[src/rtl/scale_factor_glide.sv]
// Pitch scale-factor slew limiter: glides the applied 2Q21 scale toward each new target per sample tick.
// Optional build macro SCALE_CLAMP_EN limits captured factors to [MIN_SCALE, MAX_SCALE].
module scale_factor_glide #(
    parameter int                     SCALE_WIDTH   = 24,
    parameter int                     FRAC_BITS     = 21,
    parameter int                     GLIDE_SHIFT   = 3,
    parameter int                     TIMEOUT_TICKS = 4800,
    parameter logic [SCALE_WIDTH-1:0] MIN_SCALE     = 24'h100000,
    parameter logic [SCALE_WIDTH-1:0] MAX_SCALE     = 24'h400000
) (
    input  logic                   i_clock,
    input  logic                   i_reset_n,
    input  logic [SCALE_WIDTH-1:0] i_factor,
    input  logic                   i_factor_valid,
    input  logic                   i_sample_tick,
    output logic [SCALE_WIDTH-1:0] o_scale,
    output logic                   o_scale_update,
    output logic                   o_tracking
);
    localparam int                     CNT_W  = $clog2(TIMEOUT_TICKS + 1);
    localparam logic [SCALE_WIDTH-1:0] UNITY  = SCALE_WIDTH'(1) << FRAC_BITS;
    localparam logic [CNT_W-1:0]       TO_CNT = CNT_W'(TIMEOUT_TICKS);

    typedef enum logic [1:0] {S_EMPTY, S_LOCKED, S_GLIDE, S_RELEASE} state_t;

    state_t                  r_state;
    logic [SCALE_WIDTH-1:0]  r_scale;
    logic [SCALE_WIDTH-1:0]  r_target;
    logic [CNT_W-1:0]        r_count;
    logic                    r_update;
    logic                    r_tracking;

    logic [SCALE_WIDTH-1:0]  w_factor;
    logic signed [SCALE_WIDTH:0] w_diff;
    logic signed [SCALE_WIDTH:0] w_shift;
    logic signed [SCALE_WIDTH:0] w_step;
    logic [SCALE_WIDTH:0]    w_sum;
    logic [SCALE_WIDTH-1:0]  w_scale_step;
    logic [CNT_W-1:0]        w_cnt_inc;

`ifdef SCALE_CLAMP_EN
    assign w_factor = (i_factor < MIN_SCALE) ? MIN_SCALE :
                      (i_factor > MAX_SCALE) ? MAX_SCALE : i_factor;
`else
    logic w_unused_cfg;
    assign w_unused_cfg = ^{MIN_SCALE, MAX_SCALE};
    assign w_factor     = i_factor;
`endif

    // A shifted step of zero is forced to +/-1 so the glide always lands exactly.
    assign w_diff  = $signed({1'b0, r_target}) - $signed({1'b0, r_scale});
    assign w_shift = w_diff >>> GLIDE_SHIFT;
    always_comb begin
        w_step = w_shift;
        if (w_shift == '0 && w_diff != '0)
            w_step = w_diff[SCALE_WIDTH] ? '1 : (SCALE_WIDTH+1)'(1);
    end
    assign w_sum        = {1'b0, r_scale} + w_step;
    assign w_scale_step = (i_sample_tick && r_scale != r_target) ? w_sum[SCALE_WIDTH-1:0] : r_scale;
    assign w_cnt_inc    = (r_count == TO_CNT) ? r_count : r_count + 1'b1;

    always_ff @(posedge i_clock or negedge i_reset_n) begin
        if (!i_reset_n) begin
            r_state    <= S_EMPTY;
            r_scale    <= UNITY;
            r_target   <= UNITY;
            r_count    <= '0;
            r_update   <= 1'b0;
            r_tracking <= 1'b0;
        end else begin
            r_update <= 1'b0;
            case (r_state)
                S_EMPTY: begin
                    r_count <= '0;
                    if (i_factor_valid) begin
                        r_scale    <= w_factor;
                        r_target   <= w_factor;
                        r_update   <= (w_factor != r_scale);
                        r_state    <= S_LOCKED;
                        r_tracking <= 1'b1;
                    end
                end
                S_LOCKED, S_GLIDE: begin
                    r_scale  <= w_scale_step;
                    r_update <= (w_scale_step != r_scale);
                    if (i_factor_valid) begin
                        r_target <= w_factor;
                        r_count  <= '0;
                        if (r_state == S_GLIDE || w_factor != r_scale)
                            r_state <= S_GLIDE;
                    end else if (i_sample_tick) begin
                        r_count <= w_cnt_inc;
                        if (w_cnt_inc == TO_CNT) begin
                            r_state    <= S_RELEASE;
                            r_target   <= UNITY;
                            r_count    <= '0;
                            r_tracking <= 1'b0;
                        end else if (w_scale_step == r_target) begin
                            r_state <= S_LOCKED;
                        end
                    end
                end
                S_RELEASE: begin
                    r_count  <= '0;
                    r_scale  <= w_scale_step;
                    r_update <= (w_scale_step != r_scale);
                    if (i_factor_valid) begin
                        r_target   <= w_factor;
                        r_state    <= S_GLIDE;
                        r_tracking <= 1'b1;
                    end else if (w_scale_step == UNITY) begin
                        r_state <= S_EMPTY;
                    end
                end
                default: r_state <= S_EMPTY;
            endcase
        end
    end

    assign o_scale        = r_scale;
    assign o_scale_update = r_update;
    assign o_tracking     = r_tracking;
endmodule
[config.mk]
export PLATFORM = sky130hd
export DESIGN_NAME = scale_factor_glide
export DESIGN_NICKNAME = d
export VERILOG_FILES = /design/src/rtl/scale_factor_glide.sv
export SDC_FILE = /design/constraint.sdc
export NUM_CORES = 1
export LEC_CHECK = 0
export BUFFER_PORTS_ARGS = -buffer_cell sky130_fd_sc_hd__buf_4
export CORE_ASPECT_RATIO = 0.9
export CORE_UTILIZATION = 25
export CTS_BUF_LIST = sky130_fd_sc_hd__clkbuf_16
export CTS_CLUSTER_SIZE = 40
export DETAILED_ROUTE_END_ITERATION = 12
export PLACE_DENSITY = 0.5
export SYNTH_ARGS = -nofsm -noshare
export SYNTH_HDL_FRONTEND = slang
export SYNTH_SLANG_ARGS = --single-unit
export TNS_END_PERCENT = 30
[constraint.sdc]
create_clock -name i_clock -period 7.4 [get_ports i_clock]
set_clock_uncertainty 0.15 [all_clocks]
set_input_delay 2.22 -clock i_clock [delete_from_list [all_inputs] [get_ports i_clock]]
set_output_delay 2.22 -clock i_clock [all_outputs]
set_load 0.02 [all_outputs]
Word-level counts from Yosys, hierarchy flattened --
Index checks and enable logic that the tools add are counted.
Storage, ports and cells: register bits 65, output and inout port bits 26, logic and storage cells 71
Operators by class: add/sub/neg operators 3, eq/ne operators 20, mux-type cells 30, reduce and logical (&&, ||, !) cells 12
Operators by type and width (count):
- $mux W24 | 7
- $pmux W24 S2 | 2
- $ne A24 B24 Y1 | 3
- $mux W13 | 4
- $eq A13 B13 Y1 const B | 2
- $pmux W13 S2 | 1
- $logic_not A25 Y1 | 1
- $reduce_bool A25 Y1 | 1
- $sub A24 B24 Y25 | 1
- $add A24 B24 Y24 | 1
- $eq A24 B22 Y1 const B | 1
- $eq A24 B24 Y1 | 1
- $mux W2 | 8
- $add A13 B1 Y13 const B | 1
- $ne A3 B3 Y1 const B | 4
- $ne A2 B2 Y1 const B | 4
- $pmux W2 S3 | 1
- $mux W1 | 5
- $reduce_and A5 Y1 | 1
- $eq A2 B2 Y1 const B | 2
- $ne A4 B4 Y1 const B | 1
- $pmux W1 S2 | 2
- $reduce_and A4 Y1 | 1
- $reduce_or A2 Y1 | 2
- 7 further kinds | 8

Longest topological paths before layout --
depth after elaboration 12, depth in mapped cells 26, gate-level depth less buffers 25

Least setup slack after synthesis --
No wires, ideal clock.
path type register to register, start point register r_scale[10] (netlist: o_scale[10]), end point register r_state[1], library setup time 126 ps, arrival 6261 ps, required time 7124 ps, setup slack 863 ps, cell stages (with the launch flop) 26, path buffers 1, clock period less this slack 6537 ps, cell sequence dfrtp_1 clkbuf_1 inv_1 ha_1 nand4_1 or4_1 a31o_1 a211oi_2 o21a_2 nor2_1 or4b_1 or4_1 o41ai_2 ha_1 inv_1 fa_1 nand2b_1 a21oi_1 a21oi_1 o21ai_0 xor2_1 xor2_1 a2111oi_0 a21o_1 nand3_1 a221o_1
On the way: longest elaborated chain between the ends 9, elaborated cells between the ends (all ways) 18, those cells by class add/sub: 2; eq/ne: 7; mux: 3; reduce/logical: 6
Ends and longest elaborated chain:
- start: declaration | line 27 | logic [SCALE_WIDTH-1:0] r_scale;
- start signal: assignment | line 76 | r_scale <= w_factor;
- start signal: assignment | line 84 | r_scale <= w_scale_step;
- start signal: assignment | line 105 | r_scale <= w_scale_step;
- $sub A24 B24 Y25 | line 51 | assign w_diff = $signed({1'b0, r_target}) - $signed({1'b0, r_scale});
- $logic_not A25 Y1 or $reduce_bool A25 Y1 (tied branches) | line 55 | if (w_shift == '0 && w_diff != '0)
- $logic_and A1 B1 Y1 | line 55
- $mux W24 | line 55
- $add A24 B24 Y24 | line 58 | assign w_sum = {1'b0, r_scale} + w_step;
- $mux W24 | line 59 | assign w_scale_step = (i_sample_tick && r_scale != r_target) ? w_sum[SCALE_WIDTH-1:0] : r_scale;
- $eq A24 B24 Y1 or $eq A24 B22 Y1 (tied branches) | line 98, 111
- $ne A4 B4 Y1 (no source line) or $ne A3 B3 Y1 (tied branches)
- $reduce_and A5 Y1 (no source line) (*)
- end signal: assignment | line 64 | r_state <= S_EMPTY;
- end signal: assignment | line 99 | r_state <= S_LOCKED;
- end signal: assignment | line 109 | r_state <= S_GLIDE;
- end: declaration | line 26 | state_t r_state;
Every way passes the cells marked *; elsewhere a longest branch is shown, timed or not. A chain may end at the register's enable or synchronous reset.

Worst setup path in the final report --
start point register r_target[2], end point register r_state[0]
On the way: longest elaborated chain between the ends 9, elaborated cells between the ends (all ways) 15, those cells by class add/sub: 2; eq/ne: 5; mux: 3; reduce/logical: 5
Ends and longest elaborated chain:
- start: declaration | line 28 | logic [SCALE_WIDTH-1:0] r_target;
- start signal: assignment | line 77 | r_target <= w_factor;
- start signal: assignment | line 87 | r_target <= w_factor;
- start signal: assignment | line 108 | r_target <= w_factor;
- $sub A24 B24 Y25 | line 51
- $logic_not A25 Y1 or $reduce_bool A25 Y1 (tied branches) | line 55
- $logic_and A1 B1 Y1 | line 55
- $mux W24 | line 55
- $add A24 B24 Y24 | line 58
- $mux W24 | line 59
- $eq A24 B24 Y1 or $eq A24 B22 Y1 (tied branches) | line 98, 111
- $ne A4 B4 Y1 (no source line) or $ne A3 B3 Y1 (tied branches)
- $reduce_and A5 Y1 (no source line) (*)
Marks and branches as above.

==> out/results.tsv <==
metric	value	unit
run status	finished clean	
nature of the critical path startpoint	flop	
cts bufs inserted	9	
instance count of the mapped netlist	921	
initial core utilization	0.255	
layout cell share with drive strength beyond 1	0.148	
count of cells along the worst hold path	2	
setup repair after global routing missed its margin	no	
mean number of vias per cell	5.46	
H-tree depth	3	
maximum number of pins on one net before global-route repair	66	
global-route wire length before repair	44800	µm
Root Buffer Master	clkbuf_16	
endpoints failing setup	0	
final antenna-violating net count	0	
post-synthesis cell area	7400	µm²
max frequency	0.143	GHz
post-synthesis net count	1004	
number of DRC markers after the initial detailed-route iteration	695	
clock-pin slew of the registers on the worst-case setup and hold paths	60	ps
sum of routed wire segments on met1	14500	µm
area added between synthesis and finish	18.9	%
drt wl/cell	21.9	µm
Simple-Gate Fraction of Synth Area	0.194	
Main synth FF type	dfrtp_1	
Tmin final	7000	ps
compound-cell area share of the yosys netlist	0.296	
number of register bits inferred by synthesis	65	
share of the yosys chip area belonging to registers	0.220	
TritonCTS clock tree	yes	
R2R depth	24	
All-Layer GR Usage	0.199	
post-synth cell types	88	
Worst Hold Class	reg2reg	
clock tree sinks	65	
endpoint of the worst hold-timing path	r_target[21]	
mean cell area of the mapped netlist	8.03	µm²
area of the die	30300	µm²
io pins	54	
post-detailed-route DRC marker count	0	
Worst-Skew Late Latency	340	ps
met3 wirelength from detailed routing	2370	µm
number of synthesis warnings	0	
largest family of logic cells by synthesized area	compound AO/OA/AOI/OAI gates	
fraction of the cycle the final worst path needs	0.946	
router iterations before antenna repair	5	
post-CTS setup buffer count	0	
uppermost layer routed	met5	
DIE WIDTH	183	µm
max capacitance violation total	0	
net count reported at finish	1055	
Port Buffer Count	53	
class of the most critical setup path	reg2reg	
share of flip-flops with an asynchronous set or reset after synthesis	1.00	
multiplexer share of the synthesized area	0.0123	
Slew Viols, Final	0	
# fillers	3118	
count of flip-flops with a built-in enable after synthesis	0	
worst endpoint data arrival time	7050	ps
Reg-to-Reg Start	r_target[2]	
Via Count	7501	
nature of the critical path endpoint	flop	
Req. time, crit path	7450	ps
initial antenna violation count	0	
total length of routed wires	30100	µm
total core area	29000	µm²
Setup TNS Final	0	ps
Overflow after GRT	0	
Bufs on Longest Clock Path	2	
cts hold-fix bufs	0	
Synth Area in XOR/XNOR	0.130	
adder-cell share of the synthesized area	0.0940	
vias in the first global route	6916	
R2R Setup Slk	400	ps
placer congestion estimate	0.939	
origin of the worst min-delay path	r_target[21]	
floorplan die height	165	µm
count of standard-cell rows	59	
actual transition at the worst max-transition pin	1070	ps
Reg-to-Reg End	r_state[0]	
Met2 Wirelength	12500	µm
Max-Slew Margin vs Limit	0.287	
top fanout value on the critical path	7	
detailed-placement wirelength estimate	23500	µm
final hold violation count	0	
## cell usage in the layout (no fill, tap or decap), types with 6 or more instances in the layout
cell type  instances
a211oi_1           7
a21o_1            13
a21oi_1           64
a22o_1            27
a22oi_1           15
a31oi_1            7
and3_1            13
and4_1             6
buf_4             90
clkbuf_16          9
dfrtp_1           63
ha_1              54
inv_1             52
mux2i_1            8
nand2_1           69
nand2b_1           7
nand3_1           18
nand3b_1           6
nand4_1           16
nor2_1            62
nor2b_1            6
nor3_1            23
nor4_1            17
o211ai_1           8
o21a_1             6
o21ai_0           60
o31ai_1           11
or2_2              7
xnor2_1           62
xor2_1            42
## sequential cells by signal (all words and copies together), names as in the netlist
name            flops
o_scale            24
r_count            13
o_scale_update      1
o_tracking          1
r_state             2
r_target           24
## synth_stat cells, types with 8 or more instances
cell type   n  share of area
o31ai_1    13          0.013
ha_1       54          0.091
a31oi_1     9         0.0076
nor3_1     23          0.016
inv_1      52          0.026
a21oi_1    65          0.044
a22o_1     27          0.032
xnor2_1    63          0.075
o211ai_1    8         0.0081
nand2_1    69          0.035
nand4_1    16          0.014
a21o_1     13          0.013
xor2_1     42          0.050
and3_1     13          0.011
o21ai_0    60          0.041
dfrtp_1    63           0.21
nor2_1     62          0.031
clkbuf_1   40          0.020
a22oi_1    15          0.015
mux2i_1     8          0.011
nor4_1     17          0.014
nand3_1    18          0.012
## worst max-delay path by stage
stage	startpoint	to	slack [ps]	cells past startpoint
after floorplan	o_scale[10]	r_state[1]	860	25
after global placement	r_target[2]	r_state[1]	130	24
after CTS	r_target[2]	r_state[0]	60	24
final	r_target[2]	r_state[0]	400	24
after global routing	o_scale[2]	r_state[1]	6	26
after detailed placement	r_target[2]	r_state[1]	10	24
## metal layers
layer	GRT usage	vias up
li1	-	3529
met1	0.295	3627
met2	0.284	310
met3	0.0423	33
met4	0.0580	2
met5	0.0117	-
## layout make-up
cell class                 count  area (µm²)  area share
multi-input combinational    754        5460       0.620
sequential                    65        1630       0.185
timing repair buffer          90         676      0.0768
tap                          396         495      0.0563
clock buffer                   9         225      0.0256
inverter                      52         195      0.0222
clock inverter                 7         118      0.0134
antenna                        1        2.50    0.000284
## cells by family (layout without fill, tap and decap cells)
group,Yosys count,in the layout
simple gates,279,279
buf+inv,102,158
other cells,0,1
fa+ha+maj,55,55
mux,9,9
flops,65,65
compound gates,304,304
xor+xnor,107,107
## through the flow
| step | util | cells | setup WS (ps) | hold slack (ps) | instance area (µm²) |
|---|---|---|---|---|---|
| 2_1_floorplan | - | 921 | 863 | 310 | 7400 |
| 3_3_place_gp | 0.290 | 1357 | 132 | 339 | 8400 |
| 3_5_place_dp | 0.290 | 1357 | 12.2 | 342 | 8400 |
| 4_1_cts | 0.302 | 1373 | 59.3 | 351 | 8750 |
| 5_1_grt | 0.303 | 1373 | 6.18 | 370 | 8800 |
| 6_report | 0.303 | 1374 | 401 | 350 | 8800 |
## critical path, cell delays in order (launching register included)
cell and delay (ps):
dfrtp_1 420, ha_1 420, a21oi_1 120, a21boi_1 280, nor2_1 100, xnor2_1 170
a2111o_1 410, nor4_1 290, nand4bb_1 130, or4b_1 450, or4_1 420, o41ai_2 280
ha_1 250, inv_1 60, fa_1 370, nand2b_1 260, a21oi_4 240, a31oi_1 220
a211o_1 300, o211ai_1 300, a32o_1 300, nand3_1 180, a2111o_1 420, a22oi_1 200
a311oi_1 70
## what timing repair did
item,4_1_cts,5_1_grt
pin swaps,0,0
resized for setup,1,10
setup endpoints to repair,1,3
cloned,0,0
Power is left out: the tool's default activity adds up to more than one toggle a clock period on the data nets, which glitch-free logic cannot reach.
